**config.mk**
```make
export PLATFORM = sky130hd
export DESIGN_NAME = div_sequencer
export DESIGN_NICKNAME = d
export VERILOG_FILES = /design/src/rtl/m_ext_pkg.sv /design/src/rtl/divu_core.sv /design/src/rtl/div_sequencer.sv
export SDC_FILE = /design/constraint.sdc
export NUM_CORES = 1
export LEC_CHECK = 0
export ABC_AREA = 1
export CORE_UTILIZATION = 50
export DETAILED_ROUTE_END_ITERATION = 7
export PLACE_DENSITY_LB_ADDON = 0.25
export SYNTH_ARGS = -nofsm -noshare
export SYNTH_HDL_FRONTEND = slang
export SYNTH_HIERARCHICAL = 1
export SYNTH_SLANG_ARGS = --single-unit
```
**constraint.sdc**
```tcl
create_clock -name clk -period 5.1 [get_ports clk]
set_input_delay 1.02 -clock clk [delete_from_list [all_inputs] [get_ports clk]]
set_output_delay 1.02 -clock clk [all_outputs]
set_load 0.005 [all_outputs]
```
**src/rtl/m_ext_pkg.sv**
```systemverilog
// Shared definitions for the M-extension divide unit: operation encoding,
// divider FSM states and the default operand width.
package m_ext_pkg;

    localparam int unsigned XlenDefault = 32;

    // Matches funct3[1:0] of the RV32M divide instructions.
    typedef enum logic [1:0] {
        OpDiv  = 2'b00,
        OpDivu = 2'b01,
        OpRem  = 2'b10,
        OpRemu = 2'b11
    } div_op_e;

    typedef enum logic [2:0] {
        StIdle  = 3'd0,
        StShift = 3'd1,
        StSub   = 3'd2,
        StFix   = 3'd3,
        StDone  = 3'd4
    } div_state_e;

    function automatic logic op_is_signed(input div_op_e op);
        return (op == OpDiv) || (op == OpRem);
    endfunction

    function automatic logic op_is_rem(input div_op_e op);
        return (op == OpRem) || (op == OpRemu);
    endfunction

endpackage

```
**src/rtl/divu_core.sv**
```systemverilog
// Unsigned restoring-division datapath. Holds the accumulator, a shifting copy
// of the dividend, the divisor and the quotient; iteration count lives in the
// controlling sequencer.
module divu_core
    import m_ext_pkg::*;
#(
    parameter int unsigned XLEN = XlenDefault
) (
    input  logic            clk,
    input  logic            rst,
    input  logic            load,
    input  logic            shift_en,
    input  logic            sub_en,
    input  logic [XLEN-1:0] dividend,
    input  logic [XLEN-1:0] divisor,
    output logic [XLEN-1:0] quotient,
    output logic [XLEN-1:0] remainder
);

    logic [XLEN:0]   acc_q, acc_d;
    logic [XLEN-1:0] dvd_q, dvd_d;
    logic [XLEN-1:0] dvs_q, dvs_d;
    logic [XLEN-1:0] quo_q, quo_d;
    logic [XLEN:0]   diff;
    logic            fits;

    // Trial subtraction of the divisor from the accumulator.
    always_comb begin
        diff = acc_q - {1'b0, dvs_q};
        fits = acc_q >= {1'b0, dvs_q};
    end

    // Next-state for load, shift and conditional-subtract steps.
    always_comb begin
        acc_d = acc_q;
        dvd_d = dvd_q;
        dvs_d = dvs_q;
        quo_d = quo_q;
        if (load) begin
            acc_d = '0;
            dvd_d = dividend;
            dvs_d = divisor;
            quo_d = '0;
        end else if (shift_en) begin
            // The accumulator MSB is always clear before a shift, so nothing is lost.
            {acc_d, dvd_d} = {acc_q[XLEN-1:0], dvd_q, 1'b0};
            quo_d          = {quo_q[XLEN-2:0], 1'b0};
        end else if (sub_en && fits) begin
            acc_d = diff;
            quo_d = {quo_q[XLEN-1:1], 1'b1};
        end
    end

    // Datapath registers.
    always_ff @(posedge clk or posedge rst) begin
        if (rst) begin
            acc_q <= '0;
            dvd_q <= '0;
            dvs_q <= '0;
            quo_q <= '0;
        end else begin
            acc_q <= acc_d;
            dvd_q <= dvd_d;
            dvs_q <= dvs_d;
            quo_q <= quo_d;
        end
    end

    assign quotient  = quo_q;
    assign remainder = acc_q[XLEN-1:0];

endmodule

```
**src/rtl/div_sequencer.sv**
```systemverilog
// Iterative RV32M divider: sign handling, divide-by-zero / overflow shortcuts
// and the SHIFT/SUB/FIX sequencing FSM around the unsigned divu_core.
module div_sequencer
    import m_ext_pkg::*;
#(
    parameter int unsigned XLEN = XlenDefault
) (
    input  logic            clk,
    input  logic            rst,
    input  logic            start,
    input  logic [1:0]      op,
    input  logic [XLEN-1:0] rs1,
    input  logic [XLEN-1:0] rs2,
    input  logic            kill,
    output logic            ready,
    output logic            done,
    output logic [XLEN-1:0] result
);

    localparam int unsigned    CntW     = $clog2(XLEN);
    localparam logic [CntW-1:0] LastIter = CntW'(XLEN - 1);
    localparam logic [XLEN-1:0] MinInt   = {1'b1, {(XLEN - 1) {1'b0}}};

    div_state_e      state_q, state_d;
    div_op_e         op_in, op_q;
    logic            neg_quo_q, neg_rem_q;
    logic [CntW-1:0] cnt_q;
    logic [XLEN-1:0] result_q;

    logic            in_signed, accept, div_zero, overflow, special;
    logic [XLEN-1:0] abs1, abs2, special_res;
    logic [XLEN-1:0] quotient, remainder, quo_fix, rem_fix, fix_res;
    logic            load, shift_en, sub_en;

    // Request decode: operand magnitudes and the no-iteration special cases.
    always_comb begin
        op_in     = div_op_e'(op);
        in_signed = op_is_signed(op_in);
        accept    = (state_q == StIdle) && start && !kill;
        div_zero  = (rs2 == '0);
        overflow  = in_signed && (rs1 == MinInt) && (rs2 == '1);
        special   = div_zero || overflow;
        abs1      = (in_signed && rs1[XLEN-1]) ? -rs1 : rs1;
        abs2      = (in_signed && rs2[XLEN-1]) ? -rs2 : rs2;
        if (div_zero) begin
            special_res = op_is_rem(op_in) ? rs1 : '1;
        end else begin
            // Signed overflow: quotient is rs1 itself (-2^(XLEN-1)), remainder 0.
            special_res = op_is_rem(op_in) ? '0 : rs1;
        end
    end

    // Sign fix-up of the unsigned core results.
    always_comb begin
        quo_fix = neg_quo_q ? -quotient : quotient;
        rem_fix = neg_rem_q ? -remainder : remainder;
        fix_res = op_is_rem(op_q) ? rem_fix : quo_fix;
    end

    // FSM state register.
    always_ff @(posedge clk or posedge rst) begin
        if (rst) begin
            state_q <= StIdle;
        end else begin
            state_q <= state_d;
        end
    end

    // FSM next-state; kill aborts from any busy state.
    always_comb begin
        state_d = state_q;
        if (kill && (state_q != StIdle)) begin
            state_d = StIdle;
        end else begin
            case (state_q)
                StIdle:  if (accept) state_d = special ? StDone : StShift;
                StShift: state_d = StSub;
                StSub:   state_d = (cnt_q == LastIter) ? StFix : StShift;
                StFix:   state_d = StDone;
                StDone:  state_d = StIdle;
                default: state_d = StIdle;
            endcase
        end
    end

    // FSM outputs and datapath controls.
    always_comb begin
        ready    = (state_q == StIdle);
        done     = (state_q == StDone) && !kill;
        load     = accept;
        shift_en = (state_q == StShift) && !kill;
        sub_en   = (state_q == StSub) && !kill;
    end

    // Captured request attributes, iteration counter and result register.
    always_ff @(posedge clk or posedge rst) begin
        if (rst) begin
            op_q      <= OpDiv;
            neg_quo_q <= 1'b0;
            neg_rem_q <= 1'b0;
            cnt_q     <= '0;
            result_q  <= '0;
        end else begin
            if (accept) begin
                op_q      <= op_in;
                neg_quo_q <= in_signed && (rs1[XLEN-1] ^ rs2[XLEN-1]);
                neg_rem_q <= in_signed && rs1[XLEN-1];
                cnt_q     <= '0;
                if (special) begin
                    result_q <= special_res;
                end
            end
            if (sub_en && (cnt_q != LastIter)) begin
                cnt_q <= cnt_q + 1'b1;
            end
            if ((state_q == StFix) && !kill) begin
                result_q <= fix_res;
            end
        end
    end

    assign result = result_q;

    divu_core #(
        .XLEN(XLEN)
    ) u_core (
        .clk       (clk),
        .rst       (rst),
        .load      (load),
        .shift_en  (shift_en),
        .sub_en    (sub_en),
        .dividend  (abs1),
        .divisor   (abs2),
        .quotient  (quotient),
        .remainder (remainder)
    );

endmodule

```
==> run metrics, run 1 <==
DRC viols 0; CTS tree yes; required time of the critical path 4080 ps; # IOs between 100 and 150; worst skew pair latency 460 ps; synth warn 6; commonest non-fill, non-tap cells in the layout nand2_1 (887), inv_1 (361), nand3_1 (233); prevailing post-synth register cell dfrtp_1; initial DRC count between 1500 and 2000; share of layout cells above drive strength 1 4.55%; Post-Route WL 48500 um; # diodes 0; total track usage 31.7%; post-CTS setup buffers 0; Area Growth Syn to Fin 9.93%; Hold Crit Start u_core/dvd_q[17]; Worst path max stage delay 600 ps; gr ovfl total 0; Most common cell on crit path clkdlybuf4s50_1; endpoints failing hold 0; minimum clock period 3600 ps; worst min-delay path class reg2reg; top cells by area, synth dfrtp_1 (28%), nand2_1 (22%), inv_1 (8.9%), nand3_1 (7.6%), nor2_1 (5.6%); initial core utilization 51.4%; core area 30000 sq um; Peak supply drop between 0.2 and 0.3 mV; critical path, cell by cell clkdlybuf4s50_1 > nor4_1 > clkdlybuf4s50_1; clock slew at reported path FFs 70 ps; Max Cap Viol 0; nature of the critical path endpoint output port; syn avg cell area 6.05 sq um; vias in the first global route 14600; top cell type's share of synthesized area between 20 and 30%; post-CTS sizing 0; nets 2669; area leader, netlist dfrtp_1; synthesized cell area 15400 sq um; Clock Tree Buf Depth 2; total CTS buffers 17; Hold Path End u_core/dvd_q[18]; Register-to-Register Path Depth 13; Arr. time, crit path 2580 ps; Pleak 8.83 nW; Async SR Flop Fraction 100%; setup TNS 0 ps; root buffer cell clkbuf_16; Yosys reg bits 172; initial antenna violation count 0; Max Freq between 0.2 and 0.3 GHz; post-synthesis instance total 2542; DR pass1 iterations 5; number of synthesized flops with an enable pin 0; status finished clean; slowest stage cell, crit path clkdlybuf4s50_1; fin crit share 70.5%; PortBufs 103; CP Launch Type input pin; die extent in y 177 um; hold_buf cts 0; CP Max Fanout 5; Setup CP Type in2out; via count approximately 16000; commonest non-fill, non-tap cell in the layout nand2_1; first-pass GRT wire length about 78000 um; Final Wtd Congestion about 0.98; wire length per cell about 16 um; Clock Skew 20.7 ps; clock sinks about 170; Final Max Tran Viols 0; Worst-Margin Slew 1130 ps; Worst R2R End u_core/acc_q[23]; reg2reg setup slack 2240 ps; slew margin rel. 24.3%; unrepaired setup endpoints after global routing false; Worst Hold Depth 2; die width 177 um; post-synthesis cell type count 46; Post-DP HPWL 37500 um; Cell Count, Final, Fillers Out 2962; sequential cell area fraction in the yosys report between 20 and 30%; origin of the critical flop-to-flop path u_core/acc_q[24]; # rows 63; vias per cell 5.45; largest net degree at the start of global routing 82; PwrDens 454 nW/um^2; DP Cell Count 2930; syn_nets 2652; die area 31500 sq um; Final ANT Viol Nets 0; final setup fails 0; H-tree Lvls 4
## stage by stage
stage          setup WS (ps)  cell area [sq um]  utilization (%)  hold slack (ps)  total power, mW
2_1_floorplan            639              15400                -              452             5.13
3_3_place_gp            1500              16300             54.5              461             6.22
3_5_place_dp            1480              16300             54.5              467             6.30
4_1_cts                 1560              16900             56.5              484             7.62
5_1_grt                 1430              16900             56.5              517             8.34
6_report                1500              16900             56.5              483             7.67
## power by group
| part | switching (mW) | leakage (nW) | internal [mW] |
|---|---|---|---|
| logic | 2.71 | 6.35 | 1.49 |
| registers | 0.434 | 2.21 | 1.74 |
| clock network | 0.627 | 0.275 | 0.671 |
| total | 3.78 | 8.83 | 3.90 |
## sequential cells by signal, indices dropped and copies added (netlist names)
register,flops
state_q,3
u_core/acc_q,33
neg_quo_q,1
neg_rem_q,1
op_q,1
u_core/quotient,32
u_core/dvs_q,32
result,32
u_core/dvd_q,32
cnt_q,5
## worst max path at each step
stage,start,endpoint,slack (ps)
after CTS,kill,done,1560
after floorplan,rst,u_core/acc_q[0],640
after detailed placement,rs2[0],result[23],1480
after global placement,rs2[0],result[23],1500
final,kill,done,1500
after global routing,kill,done,1430
## final cells by class
cell class / count / area, sq um
clock buffer: 19 / 453
timing repair buffer: 116 / 1140
multi-input combinational: 1872 / 8980
inverter: 380 / 1430
tap: 390 / 488
clock inverter: 13 / 120
sequential: 172 / 4300
fill: 3042 / 13000
## cells by family (layout without fill, tap and decap cells)
| kind of cell | after synthesis | after routing | share of synthesized area, % |
|---|---|---|---|
| mux | 1 | 1 | 0.0732 |
| flops | 172 | 172 | 28.0 |
| xor+xnor | 57 | 57 | 3.25 |
| buf+inv | 498 | 528 | 13.7 |
| fa+ha+maj | 40 | 40 | 3.30 |
| compound gates | 285 | 285 | 10.4 |
| simple gates | 1489 | 1489 | 41.3 |
## layer usage
layer	wire, um	track usage [%]	vias to the layer above	share of wire, %
met5	0	0	-	0
met4	1390	11.5	0	2.9
met3	3180	3.73	84	6.6
met2	22000	50.0	580	45
met1	21900	44.5	7482	45
li1	-	-	8010	-
## synthesized netlist by cell type (4+ instances only)
cell / instances
nand2_1: 887
inv_1: 363
nand3_1: 233
nor2_1: 230
dfrtp_1: 172
o21ai_0: 121
a21oi_1: 68
clkbuf_1: 53
xor2_1: 47
ha_1: 39
nand4_1: 35
buf_4: 33
o22ai_1: 33
o211ai_1: 19
nand3b_1: 18
o21ai_1: 17
nand2_2: 16
nor3_1: 16
buf_2: 13
inv_2: 13
nor2_2: 13
o221ai_1: 13
xnor2_1: 10
buf_1: 9
and2_1: 7
buf_6: 7
nand3_2: 6
nor2_4: 6
nand2_4: 5
o31ai_1: 5
clkinv_1: 4
nor3_2: 4
nor4_1: 4
## worst max-delay path, delay by kind of cell
kind / cells / cell delay (ps)
and+or+nand+nor: 1 / 430
buffers and inverters: 2 / 1130
No activity file was read; power rests on OpenSTA's default activity.
==> inputs of run 2 (changes only) <==
==> constraint.sdc (replaced) <==
create_clock -name clk -period 3 [get_ports clk]
set_input_delay 0.6 -clock clk [delete_from_list [all_inputs] [get_ports clk]]
set_output_delay 0.6 -clock clk [all_outputs]
set_load 0.005 [all_outputs]
==> run 2 against run 1 <==
Total power rose by 73%. Clock power grew 72%. Combinational power increased by 77%. Final cell count up 1.3%. Critical endpoint is now u_core/acc_q[22]. Largest power group unchanged.
==> run metrics, run 2 (synthesis results as in run 1) <==
status finished clean; # diodes 0 (unchanged); fill cell count 3032 (-0.33%); Post-DP HPWL 40100 um (+6.8%); initial antenna violation count 0 (unchanged); die extent in y 177 um (unchanged); Cell Count, Final, Fillers Out 3001 (+1.3%); via count 16400 (+1.3%); Max Freq 0.369 GHz; DR pass1 iterations 7 (+2); Setup CP Type reg2reg; Clock Skew 12.1 ps (-8.60 ps); CP Max Fanout 33 (+28); GR met2 Demand/Resource 53.2% (+3.2 points); Final Wtd Congestion 0.950 (-3.3%); wire length per cell 17.1 um (+4.4%); final setup fails 0 (unchanged); nets 2708 (+1.5%); minimum clock period 2710 ps; hold_buf cts 0 (unchanged); Clock Tree Buf Depth 2 (unchanged); CTS tree yes; NetSw 6.56 mW (+74%); clock slew at reported path FFs 80 ps (about the same); initial core utilization 51.4% (unchanged); Clk pwr share 16.8% (about the same); DP Cell Count 2969 (+1.3%); CP startpoint u_core/acc_q[7]; setup TNS 0 ps (unchanged); DRC viols 0 (unchanged); core area 30000 sq um (unchanged); clock sinks 172 (unchanged); Area Growth Syn to Fin 12.3%; Top reg by flops u_core/acc_q; Worst-Margin Slew 627 ps (-508 ps); root buffer cell clkbuf_16; initial DRC count 1519 (-15%); share of layout cells above drive strength 1 5.97% (+1.4 points); PortBufs 103 (unchanged); met1 usage 45.7% (+1.2 points); post-CTS setup buffers 0 (unchanged); Post-Route WL 51300 um (+5.8%); Final Max Tran Viols 0 (unchanged); fin crit share 90.4%; H-tree Lvls 4 (unchanged); switching share of power 49.5% (+0.29 points); slew margin rel. 58.1% (+34 points); Arr. time, crit path 3090 ps (+510 ps); # rows 63 (unchanged); Pleak 9.06 nW (+2.5%); max reg flops 33 (unchanged); met3 GRT Util 4.52% (+0.79 points); nature of the critical path endpoint flip-flop; largest net degree at the start of global routing 97 (+18%); # IOs 104 (unchanged); worst min-delay path class in2async; vias per cell 5.45 (about the same); gr ovfl total 0 (unchanged); Peak supply drop 0.505 mV (+80%); die width 177 um (unchanged); first-pass GRT wire length 80700 um (+4.0%); worst skew pair latency 450 ps (about the same); endpoints failing hold 0 (unchanged); Flop pwr share 27.2% (-1.1 points); required time of the critical path 3380 ps (-700 ps); reg2reg setup slack 290 ps (-1950 ps); busiest grt layer met2; Max Cap Viol 0 (unchanged); total track usage 33.3% (+1.6 points); post-CTS sizing 0 (unchanged); Final ANT Viol Nets 0 (unchanged); P_int 6.69 mW (+72%); die area 31500 sq um (unchanged); total CTS buffers 17 (unchanged); PwrDens 767 nW/um^2 (+69%); Logic pwr share 56.0% (+1.2 points); unrepaired setup endpoints after global routing false; vias in the first global route 15200 (+3.9%); worst hold slack 440 ps (-42.3 ps); Tot Pwr 13.3 mW (+73%); CP Launch Type flip-flop; commonest non-fill, non-tap cell in the layout nand2_1; commonest non-fill, non-tap cells in the layout nand2_1 (887), inv_1 (362), nand3_1 (233); origin of the critical flop-to-flop path u_core/acc_q[7]
run 2: power groups by stage:
stage	clock network [mW]	logic (mW)	registers, mW
final	2.23	7.42	3.60
after global routing	2.35	8.39	3.66
after CTS	2.25	7.35	3.59
after detailed placement	0	7.31	3.63
after global placement	0	7.19	3.63
after floorplan	0	5.38	3.34
run 2: through the flow:
stage / util [%] / setup WS, ps / cell area, sq um
2_1_floorplan: - / 560 / 15400
5_1_grt: 57.7 / 90.4 / 17300
3_5_place_dp: 55.7 / 116 / 16700
6_report: 57.7 / 287 / 17300
3_3_place_gp: 55.7 / 127 / 16700
4_1_cts: 57.7 / 310 / 17300
run 2: final timing paths:
check / end / cells after the start
min: u_core/quotient[27] / 2
max: u_core/acc_q[22] / 13
min in group clk: result[29] / 2
max in group asynchronous: u_core/dvs_q[13] / 3
min reg2reg: result[29] / 2
max reg2reg: u_core/acc_q[22] / 13
run 2: worst max-delay path: stages, from the launching register on:
cell     delay [ps]
dfrtp_1         490
ha_1            430
nand2_1         120
nor2_1          250
nand3_1         130
nand3_2         160
nand2_1          90
nand2_1          90
nand2_1          60
nand2_2          80
nand2_4         150
nand2_4         370
nand2_1         110
nand2_1          80
run 2: layer usage:
| metal | wire [um] | share of wire [%] |
|---|---|---|
| met5 | 0 | 0 |
| met4 | 1620 | 3.2 |
| met3 | 3510 | 6.8 |
| met2 | 23100 | 45 |
| met1 | 23000 | 45 |
run 2: final cells by class:
class	count	area, sq um	area share (%)
Multi-Input combinational cell	1872	8980	52.0
Sequential cell	172	4300	24.9
Timing Repair Buffer	155	1500	8.66
Inverter	380	1430	8.28
Tap cell	390	488	2.82
Clock buffer	18	439	2.54
Clock inverter	14	140	0.811
